### config.mk
export PLATFORM = sky130hd
export DESIGN_NAME = bm_sample_serializer
export DESIGN_NICKNAME = d
export VERILOG_FILES = /design/src/rtl/bm_rng_pkg.sv /design/src/rtl/bm_pair_fifo.sv /design/src/rtl/bm_sample_serializer.sv
export SDC_FILE = /design/constraint.sdc
export NUM_CORES = 1
export LEC_CHECK = 0
export CORE_ASPECT_RATIO = 0.8
export CORE_UTILIZATION = 60
export CTS_CLUSTER_SIZE = 20
export DETAILED_ROUTE_END_ITERATION = 12
export PLACE_DENSITY = 0.86
export REMOVE_ABC_BUFFERS = 1
export SKIP_LAST_GASP = 1
export SLEW_MARGIN = 20
export SYNTH_ARGS = -nofsm -noshare
export SYNTH_HDL_FRONTEND = slang
export SYNTH_SLANG_ARGS = --single-unit
export TNS_END_PERCENT = 100
### constraint.sdc
create_clock -name clk -period 12.3 [get_ports clk]
set_input_delay 2.46 -clock clk [delete_from_list [all_inputs] [get_ports clk]]
set_output_delay 2.46 -clock clk [all_outputs]
set_load 0.1 [all_outputs]
### src/rtl/bm_rng_pkg.sv
// Shared types for the Box-Muller generator and its downstream sample serializer.
package bm_rng_pkg;

  localparam int SAMPLE_W = 16;

  typedef struct packed {
    logic signed [SAMPLE_W-1:0] x1;
    logic signed [SAMPLE_W-1:0] x0;
  } bm_pair_t;

  typedef enum logic [1:0] {EMPTY, X0, X1} bm_ser_state_e;

endpackage

### src/rtl/bm_pair_fifo.sv
// Synchronous FIFO of Gaussian pairs; full/empty are judged by the caller from level.
module bm_pair_fifo
  import bm_rng_pkg::*;
#(
  parameter int DEPTH = 16
) (
  input  logic                     clk,
  input  logic                     reset,
  input  logic                     push,
  input  logic                     pop,
  input  bm_pair_t                 wdata,
  output bm_pair_t                 rdata,
  output logic [$clog2(DEPTH):0]   level
);

  localparam int PTR_W = $clog2(DEPTH);
  localparam int LVL_W = PTR_W + 1;

  bm_pair_t         mem [DEPTH];
  logic [PTR_W-1:0] wr_ptr;
  logic [PTR_W-1:0] rd_ptr;

  always_ff @(posedge clk) begin
    if (push) mem[wr_ptr] <= wdata;
  end

  // Pointers wrap naturally because DEPTH is a power of two.
  always_ff @(posedge clk or negedge reset) begin
    if (!reset) begin
      wr_ptr <= '0;
      rd_ptr <= '0;
      level  <= '0;
    end else begin
      if (push) wr_ptr <= wr_ptr + 1'b1;
      if (pop)  rd_ptr <= rd_ptr + 1'b1;
      level <= level + LVL_W'(push) - LVL_W'(pop);
    end
  end

  assign rdata = mem[rd_ptr];

endmodule

### src/rtl/bm_sample_serializer.sv
// Buffers Gaussian pairs and serializes them into one ready/valid sample stream.
// Define BM_SER_DROP_CNT_EN to build the saturating drop counter; otherwise drop_cnt is 0.
module bm_sample_serializer
  import bm_rng_pkg::*;
#(
  parameter int DEPTH = 16,
  parameter int CNT_W = 16
) (
  input  logic                        clk,
  input  logic                        reset,
  input  logic                        in_valid,
  input  logic signed [SAMPLE_W-1:0]  x0_in,
  input  logic signed [SAMPLE_W-1:0]  x1_in,
  input  logic                        enable,
  input  logic                        out_ready,
  output logic                        out_valid,
  output logic signed [SAMPLE_W-1:0]  out_data,
  output logic                        out_sel,
  output logic [$clog2(DEPTH):0]      fifo_level,
  output logic [CNT_W-1:0]            drop_cnt,
  input  logic                        clr_drop
);

  localparam int LVL_W = $clog2(DEPTH) + 1;
  localparam logic [LVL_W-1:0] FULL_LVL = LVL_W'(DEPTH);

  bm_ser_state_e state;
  bm_pair_t      hold;
  bm_pair_t      in_pair;
  bm_pair_t      fifo_rdata;
  logic          fifo_nempty;
  logic          push_req;
  logic          push;
  logic          pop;
  logic          drop;

  assign in_pair     = '{x1: x1_in, x0: x0_in};
  assign fifo_nempty = (fifo_level != '0);
  assign push_req    = in_valid & enable;
  assign pop         = fifo_nempty & ((state == EMPTY) | ((state == X1) & out_ready));
  // A full FIFO still accepts when the same edge frees a slot.
  assign push        = push_req & ((fifo_level != FULL_LVL) | pop);
  assign drop        = push_req & ~push;

  bm_pair_fifo #(.DEPTH(DEPTH)) u_fifo (
    .clk   (clk),
    .reset (reset),
    .push  (push),
    .pop   (pop),
    .wdata (in_pair),
    .rdata (fifo_rdata),
    .level (fifo_level)
  );

  always_ff @(posedge clk or negedge reset) begin
    if (!reset) begin
      state     <= EMPTY;
      hold      <= '0;
      out_valid <= 1'b0;
      out_sel   <= 1'b0;
    end else begin
      case (state)
        EMPTY: begin
          if (pop) begin
            hold      <= fifo_rdata;
            state     <= X0;
            out_valid <= 1'b1;
            out_sel   <= 1'b0;
          end
        end
        X0: begin
          if (out_ready) begin
            state   <= X1;
            out_sel <= 1'b1;
          end
        end
        X1: begin
          if (out_ready) begin
            out_sel <= 1'b0;
            if (pop) begin
              hold  <= fifo_rdata;
              state <= X0;
            end else begin
              state     <= EMPTY;
              out_valid <= 1'b0;
            end
          end
        end
        default: begin
          state     <= EMPTY;
          out_valid <= 1'b0;
          out_sel   <= 1'b0;
        end
      endcase
    end
  end

  // Output mux sits on registers only, so no input reaches out_data combinationally.
  assign out_data = out_sel ? hold.x1 : hold.x0;

`ifdef BM_SER_DROP_CNT_EN
  logic [CNT_W-1:0] drop_q;

  always_ff @(posedge clk or negedge reset) begin
    if (!reset) begin
      drop_q <= '0;
    end else if (clr_drop) begin
      drop_q <= CNT_W'(drop);
    end else if (drop && (drop_q != '1)) begin
      drop_q <= drop_q + 1'b1;
    end
  end

  assign drop_cnt = drop_q;
`else
  logic unused_drop;
  assign unused_drop = &{1'b0, clr_drop, drop};
  assign drop_cnt    = '0;
`endif

endmodule

* Word-level counts from Yosys, hierarchy flattened
Memory sizes are Yosys's and may differ from the RTL's.
Cells that the tools add are included.
** Word-level totals
- Logic and storage cells :: 52
- Input port bits :: 38
- RAM bits :: 512
- Register bits :: 49
- Memories :: 1
- Output and inout port bits :: 39
** Memory list
- u_fifo.mem :: words 16, width 32, rd ports 1, clocked after Yosys merged registers in 0, write ports 1, RTL line bm_pair_fifo.sv:19 : bm_pair_t mem [DEPTH];
** Cells by class
- Reduce and logical (&&, ||, !) cells :: 6
- Bitwise logic cells :: 7
- $add $sub $neg :: 4
- Eq/ne operators :: 7
- Muxes and demuxes :: 19
** Operators by type and width (number)
- $mux 32 :: 2
- $pmux 32 s2 :: 1
- $mux 16 :: 1
- $mux 1 :: 9
- $add 4x1->4 const B :: 2
- $ne 2x2->1 const B :: 4
- $mux 2 :: 3
- $pmux 1 s3 :: 2
- $pmux 2 s3 :: 1
- $add 5x1->5 :: 1
- $ne 5x5->1 const B :: 1
- $reduce_bool 5->1 :: 1
- $sub 5x1->5 :: 1
- $and 1x1->1 :: 4
- $reduce_and 4->1 :: 1
- $reduce_and 3->1 :: 1
- $eq 2x1->1 const B :: 1
- $eq 2x2->1 const B :: 1
- $logic_not 2->1 :: 1
- $or 1x1->1 :: 2
- $reduce_and 2->1 :: 1
- $reduce_bool 2->1 :: 1
- $not 1->1 :: 1

* Logic depth before layout (Yosys ltp)
Gate-level depths: netlist of the first run.
- Depth in word-level cells :: 8
- Depth in mapped cells :: 13
- Depth with buffers taken out :: 13

* Hierarchy
A second synthesis of the first run with hierarchy kept.
** Unflattened totals
- Cells, all modules :: 984
- Area, all modules :: 21697.1 um2
** By module, submodules not included
- bm_pair_fifo :: times used 1, area an instance 19867.8 um2, cells an instance 862, seq. area each 15700.1 um2
- bm_sample_serializer :: times used 1, area an instance 1829.3 um2, cells an instance 122, seq. area each 875.8 um2

* Worst setup path before layout of the first run
Ideal clock, no wire load.
- Path type :: input-to-reg
- From :: input out_ready
- To :: memory u_fifo.mem[0][0] in the netlist's numbering (enable)
- Path buffers :: 1
- Setup time :: 0.502 ns
- Data required time :: 11.798 ns
- Setup slack :: 5.528 ns
- Data arrival time :: 6.270 ns
- Cell stages on the path :: 5
- Cell sequence :: nor2b_1 > o2111ai_1 > and2_1 > buf_2 > nor4bb_1
** On the way
- Longest elaborated chain between the ends :: 7
** Ends and longest elaborated chain
- from (decl) :: RTL line bm_sample_serializer.sv:15 : input logic out_ready,
- $and 1x1->1 :: RTL line bm_sample_serializer.sv:40 : assign pop = fifo_nempty & ((state == EMPTY) | ((state == X1) & out_ready));
- $or 1x1->1 :: RTL line bm_sample_serializer.sv:40
- $and 1x1->1 :: RTL line bm_sample_serializer.sv:40
- $or 1x1->1 :: RTL line bm_sample_serializer.sv:42 : assign push = push_req & ((fifo_level != FULL_LVL) | pop);
- $and 1x1->1 :: RTL line bm_sample_serializer.sv:42
- $mux 1 :: RTL line bm_pair_fifo.sv:24 : if (push) mem[wr_ptr] <= wdata;
- $mux 1 (implied by the code) :: RTL line bm_pair_fifo.sv:24
- to (decl) :: RTL line bm_pair_fifo.sv:19
Every way passes these cells.

==> impl_metrics.env, run 1 <==
export IMPL_synthTopCellsByArea="edfxtp_1, mux4_2, dfrtp_1"
export IMPL_place_hpwl_mm=22.7
export IMPL_grt_usage_pct=25.7
export IMPL_grt_pass1_vias=10992
export IMPL_ctsHoldBuffers=0
export IMPL_multiInputGateArea_um2=4900
export IMPL_postCtsSetupBuffers=0
export IMPL_initial_core_util_pct=60.9
export IMPL_drive_gt1_share_pct=29.1
export IMPL_fin_ws_ns=6.75
export IMPL_cp_end_kind="output port"
export IMPL_final_area_um2=24500
export IMPL_rows=62
export IMPL_antenna_found_initial=1
export IMPL_start_kind="flop"
export IMPL_clk_pin_slew_ns=0.06
export IMPL_fin_crit_ns=5.55
export IMPL_finalSetupViolCount=0
export IMPL_synth_largest_area_cell="edfxtp_1"
export IMPL_worstMarginPinSlew_ns=1.13
export IMPL_cts_buffer_depth=3
export IMPL_drv_cap=0
export IMPL_drtAntennaViolNets=0
export IMPL_p_leak_nw=7.83
export IMPL_portBuffers=59
export IMPL_die_h_um=173
export IMPL_syn_inst=987
export IMPL_yosys_warnings=0
export IMPL_hold_violations=0
export IMPL_min_from="out_valid"
export IMPL_wire_per_inst_um=29.5
export IMPL_fin_skew_ns=0.0165
export IMPL_slowest_delay_ns=1.17
export IMPL_slew_viol_final=0
export IMPL_ys_seq_area_share_pct=76.0
export IMPL_synth_avg_cell_area_um2=22.1
export IMPL_async_flop_share_pct=8.57
export IMPL_cts_resized=0
export IMPL_rsz0062_at_grt="no"
export IMPL_synth_edf_count=512
export IMPL_fillers=2110
export IMPL_dieArea_um2=37100
export IMPL_power_density_nw_per_um2=236
export IMPL_root_buffer="clkbuf_16"
export IMPL_drc_errors=0
export IMPL_cts_sinks=560
export IMPL_yosys_cell_count_top_type="edfxtp_1"
export IMPL_yosysUniqueCellTypes=42
export IMPL_drtIter0Drc=1083
export IMPL_crit_buf_inv=2
export IMPL_num_vias=10445
export IMPL_synth_cell_area_um2=21800
export IMPL_fin_setup_tns_ns=0
export IMPL_crit_arrival_ns=3.09
export IMPL_path_max_fanout=15
export IMPL_routabilityCongestion=0.748
export IMPL_critPathLaunch="state[1]"
export IMPL_overflow=0
export IMPL_synth_ff_type="edfxtp_1"
export IMPL_dr_pass1_iters=7
export IMPL_place_area_um2=22800
export IMPL_slew_headroom_pct=25.0
export IMPL_vdd_drop_max_mv=0.253
export IMPL_syn2layout_area_growth_pct=12.4
export IMPL_cp_top_family="buffers and inverters"
export IMPL_grt_max_degree=70
export IMPL_fmax_mhz=180
export IMPL_cts_buffers=51
export IMPL_hold_path_class="reg2reg"
export IMPL_route_detailed_vias_per_inst=6.59
export IMPL_crit_path_cell_trace="buf_4 > mux2_2 > clkdlybuf4s50_1"
export IMPL_ctsHtreeMaxLevel=2
export IMPL_rr_startpoint="state[1]"
export IMPL_clk_latency_ns=0.58
export IMPL_synth_top_area_share_pct=70.5
export IMPL_cpMaxStageDelayCell="clkdlybuf4s50_1"
export IMPL_seq_area_um2=16600
export IMPL_crit_type="reg2out"
export IMPL_status="completed"
export IMPL_cp_data_required_time_ns=9.84
export IMPL_routed_wl_mm=46.9
export IMPL_io_pins=77
export IMPL_grt_pass1_wl_mm=69.1
export IMPL_ys_ff_latch=560
export IMPL_fp_dieW_um=215
export IMPL_cts_tree="yes"
export IMPL_design_core_area_um2=35800
export IMPL_dp_slack_ns=6.35
export IMPL_nets=1111
export IMPL_fin_crit_sh_pct=45.1
export IMPL_synthTopCellsByCount="edfxtp_1, mux4_2, mux2_2"
-- sequential cells by signal, summed over array words and instances (netlist names) --
register	flops
hold	32
out_valid	1
state	2
u_fifo.level	5
u_fifo.mem	512
u_fifo.rd_ptr	4
u_fifo.wr_ptr	4
-- cells by family after synthesis --
kind of cell               share of synthesized area [%]
xor gates and xnor gates                           0.402
buffers and inverters                               2.11
DFF                                                 76.0
and+or+nand+nor                                     1.34
AOI/OAI and AO/OA                                   3.72
muxes                                               15.7
other                                             0.0172
adders and majority gates                          0.665
-- worst paths after layout --
kind	to	slack [ns]	cells past startpoint
max	out_data[12]	6.75	3
min	out_valid	0.58	2
max reg2reg	u_fifo.level[4]	8.56	13
min reg2reg	out_valid	0.58	2
max in group asynchronous	u_fifo.rd_ptr[3]	9.60	2
min in group asynchronous	hold[16]	2.07	2
-- cell usage in the layout, fill, tap and decap left out, types with 5 or more instances in the layout --
cell type / synthesis / final
clkinv_1: 0 / 12
xnor2_1: 7 / 7
inv_1: 10 / 10
ha_1: 10 / 10
mux2_2: 49 / 49
clkinv_2: 0 / 10
buf_4: 19 / 17
nand2_1: 5 / 5
o22ai_2: 29 / 29
edfxtp_1: 512 / 512
clkbuf_1: 24 / 11
dfrtp_1: 48 / 45
clkdlybuf4s50_1: 0 / 58
clkbuf_16: 0 / 51
a21oi_1: 35 / 35
conb_1: 1 / 16
mux4_2: 128 / 128
o22ai_1: 36 / 36
and4b_2: 0 / 8
-- tightest hold or removal path: cells and delay by family (launching register included) --
kind | cells | cell delay (ns)
AO/OA/AOI/OAI | 1 | 0.08
flip-flops | 1 | 0.38
AND/OR/NAND/NOR | 1 | 0.09
-- layout make-up --
class	instances	area share, %
Antenna cell	1	0.0102
Clock buffer	65	5.54
Clock inverter	31	1.05
Inverter	10	0.153
Multi-Input combinational cell	360	20.0
Sequential cell	560	67.6
Tap cell	480	2.45
Timing Repair Buffer	79	3.18
-- stage by stage --
stage	utilization, %	cells	hold slack, ns	total power, mW
after floorplan	-	930	0.531	3.92
after global placement	63.7	1486	0.534	4.18
after detailed placement	63.7	1486	0.568	4.24
after CTS	68.2	1582	0.581	5.80
after global routing	68.4	1585	0.605	5.99
final	68.4	1586	0.582	5.79
-- where the power goes --
part | internal (mW) | switching, mW | total [mW] | leakage (nW)
Combinational | 0.776 | 1.03 | 1.81 | 1.89
Sequential | 2.25 | 0.185 | 2.44 | 5.15
Clock | 0.867 | 0.680 | 1.55 | 0.791
Total | 3.89 | 1.90 | 5.79 | 7.83
-- metal layers --
| metal | vias to the layer above | track usage [%] | share of wire [%] |
|---|---|---|---|
| li1 | 4266 | - | - |
| met1 | 5531 | 34.0 | 37 |
| met2 | 535 | 43.3 | 52 |
| met3 | 111 | 4.93 | 7.8 |
| met4 | 2 | 8.87 | 2.8 |
| met5 | - | 0 | 0.028 |
No activity file was read; power rests on OpenSTA's default activity.
==> run 2: changes to the inputs <==
--- a/config.mk
+++ b/config.mk
@@ -6,10 +6,10 @@
 export NUM_CORES = 1
 export LEC_CHECK = 0
 export CORE_ASPECT_RATIO = 0.8
-export CORE_UTILIZATION = 60
+export CORE_UTILIZATION = 55
 export CTS_CLUSTER_SIZE = 20
 export DETAILED_ROUTE_END_ITERATION = 12
-export PLACE_DENSITY = 0.86
+export PLACE_DENSITY = 0.84
 export REMOVE_ABC_BUFFERS = 1
 export SKIP_LAST_GASP = 1
 export SLEW_MARGIN = 20
==> constraint.sdc (replaced) <==
create_clock -name clk -period 4.86 [get_ports clk]
set_input_delay 0.972 -clock clk [delete_from_list [all_inputs] [get_ports clk]]
set_output_delay 0.972 -clock clk [all_outputs]
set_load 0.1 [all_outputs]
==> impl_metrics.env, run 2 (synthesis results as in run 1) <==
export IMPL_route_detailed_vias_per_inst=6.33
export IMPL_crit_type="reg2out"
export IMPL_postCtsSetupBuffers=0
export IMPL_grt_pass1_wl_mm=67.9
export IMPL_cts_buffers=49
export IMPL_layout_common_cells="edfxtp_1, mux4_2, clkbuf_16"
export IMPL_swShare_pct=32.3
export IMPL_fin_skew_ns=0.0226
export IMPL_wire_per_inst_um=27.8
export IMPL_fillers=2448
export IMPL_r2r_end="u_fifo.mem[4][30]"
export IMPL_seq_area_um2=16600
export IMPL_status="completed"
export IMPL_cts_sinks=560
export IMPL_cts_resized=0
export IMPL_fin_crit_sh_pct=78.6
export IMPL_crit_arrival_ns=2.85
export IMPL_rr_startpoint="state[1]"
export IMPL_mostFrequentLayoutCell="edfxtp_1"
export IMPL_clkPwrFrac_pct=26.8
export IMPL_fin_ws_ns=1.04
export IMPL_whs_ns=0.573
export IMPL_min_path_cells=2
export IMPL_overflow=0
export IMPL_p_int_mw=9.95
export IMPL_initial_core_util_pct=56.4
export IMPL_worstMarginPinSlew_ns=1.04
export IMPL_grt_pass1_vias=10805
export IMPL_antenna_found_initial=0
export IMPL_syn2layout_area_growth_pct=13.4
export IMPL_reg_top3="u_fifo.mem: 512 flops, hold: 32 flops, u_fifo.level: 5 flops"
export IMPL_power_density_nw_per_um2=594
export IMPL_grt_max_degree=69
export IMPL_grt_usage_pct=23.0
export IMPL_cp_data_required_time_ns=3.89
export IMPL_slew_headroom_pct=30.5
export IMPL_cts_tree="yes"
export IMPL_clk_pin_slew_ns=0.07
export IMPL_num_vias=10385
export IMPL_path_max_fanout=13
export IMPL_multiInputGateArea_um2=4900
export IMPL_place_inst=1548
export IMPL_clk_latency_ns=0.57
export IMPL_antenna_cells=0
export IMPL_io_pins=77
export IMPL_drtAntennaViolNets=0
export IMPL_drive_gt1_share_pct=30.7
export IMPL_routed_wl_mm=45.6
export IMPL_nets=1121
export IMPL_fmax_mhz=262
export IMPL_slew_viol_final=0
export IMPL_vdd_drop_max_mv=0.434
export IMPL_routabilityCongestion=0.761
export IMPL_start_kind="flop"
export IMPL_switching_power_mw=4.75
export IMPL_hold_path_class="reg2reg"
export IMPL_fin_crit_ns=3.82
export IMPL_fin_cells=1640
export IMPL_place_hpwl_mm=24.3
export IMPL_ctsHoldBuffers=0
export IMPL_rows=64
export IMPL_dp_slack_ns=0.842
export IMPL_drc_errors=0
export IMPL_min_from="out_valid"
export IMPL_portBuffers=59
export IMPL_largest_reg_flops=512
export IMPL_p_leak_nw=7.92
export IMPL_root_buffer="clkbuf_16"
export IMPL_rsz0062_at_grt="no"
export IMPL_hold_end="out_valid"
export IMPL_ctsHtreeMaxLevel=2
export IMPL_r2r_slack_ns=1.47
export IMPL_seqPwrFrac_pct=42.0
export IMPL_design_core_area_um2=38700
export IMPL_dr_pass1_iters=5
export IMPL_top_register="u_fifo.mem"
export IMPL_dieArea_um2=40500
export IMPL_die_h_um=180
export IMPL_fp_dieW_um=225
export IMPL_drtIter0Drc=1299
export IMPL_drv_cap=0
export IMPL_p_comb_share_pct=31.2
export IMPL_final_core_util_pct=64.0
export IMPL_cts_buffer_depth=3
export IMPL_critPathLaunch="state[1]"
export IMPL_cp_end_kind="output port"
export IMPL_hold_violations=0
export IMPL_reg2reg_depth=5
export IMPL_finalSetupViolCount=0
## run 2: changes by cell type in the layout (fill, tap and decap cells not counted), moves of 3 or more
cell | previous run | this run
clkinv_1 | 12 | 9
buf_4 | 17 | 33
clkbuf_1 | 11 | 14
buf_12 | 0 | 11
clkdlybuf4s50_1 | 58 | 46
## run 2: layer usage
layer	track usage, %	part of all wire (%)	vias to the layer above	wire [um]
met2	36.9	50	491	22700
met5	0	0	-	0
met4	7.40	2.8	0	1300
li1	-	-	4281	-
met1	32.9	41	5532	18500
met3	3.65	6.7	81	3030
## run 2: area by class of cell
type / instances / share of cell area [%]
Clock buffer: 67 / 5.48
Clock inverter: 24 / 1.06
Inverter: 10 / 0.152
Multi-Input combinational cell: 360 / 19.8
Sequential cell: 560 / 67.0
Tap cell: 528 / 2.67
Timing Repair Buffer: 91 / 3.77
## run 2: power by group through the flow
stage	Combinational, mW	Clock (mW)	Sequential (mW)
floorplan	3.33	0	6.58
global placement	4.40	0	6.28
detailed placement	4.50	0	6.32
CTS	4.55	3.98	6.22
global route	4.83	4.17	6.22
finish	4.59	3.94	6.17
## run 2: through the flow
stage	setup TNS, ns	power, mW	area (um2)
detailed placement	0	10.8	23100
floorplan	-127.36	9.91	21400
global route	0	15.2	24700
global placement	0	10.7	23100
CTS	0	14.8	24700
finish	0	14.7	24700
## run 2: worst max-delay path, stage by stage, from the launching register on
cell	delay, ns
dfrtp_1	0.81
mux2_2	0.33
clkdlybuf4s50_1	1.13
## run 2: how the worst max path moves through the flow
stage / endpoint / slack (ns) / cells past startpoint
6_report: out_data[13] / 1.04 / 2
5_1_grt: out_data[13] / 0.96 / 2
4_1_cts: out_data[13] / 0.99 / 2
3_5_place_dp: u_fifo.mem[4][12] / 0.84 / 6
3_3_place_gp: u_fifo.mem[9][3] / 0.94 / 6
2_1_floorplan: hold[14] / -1.51 / 4
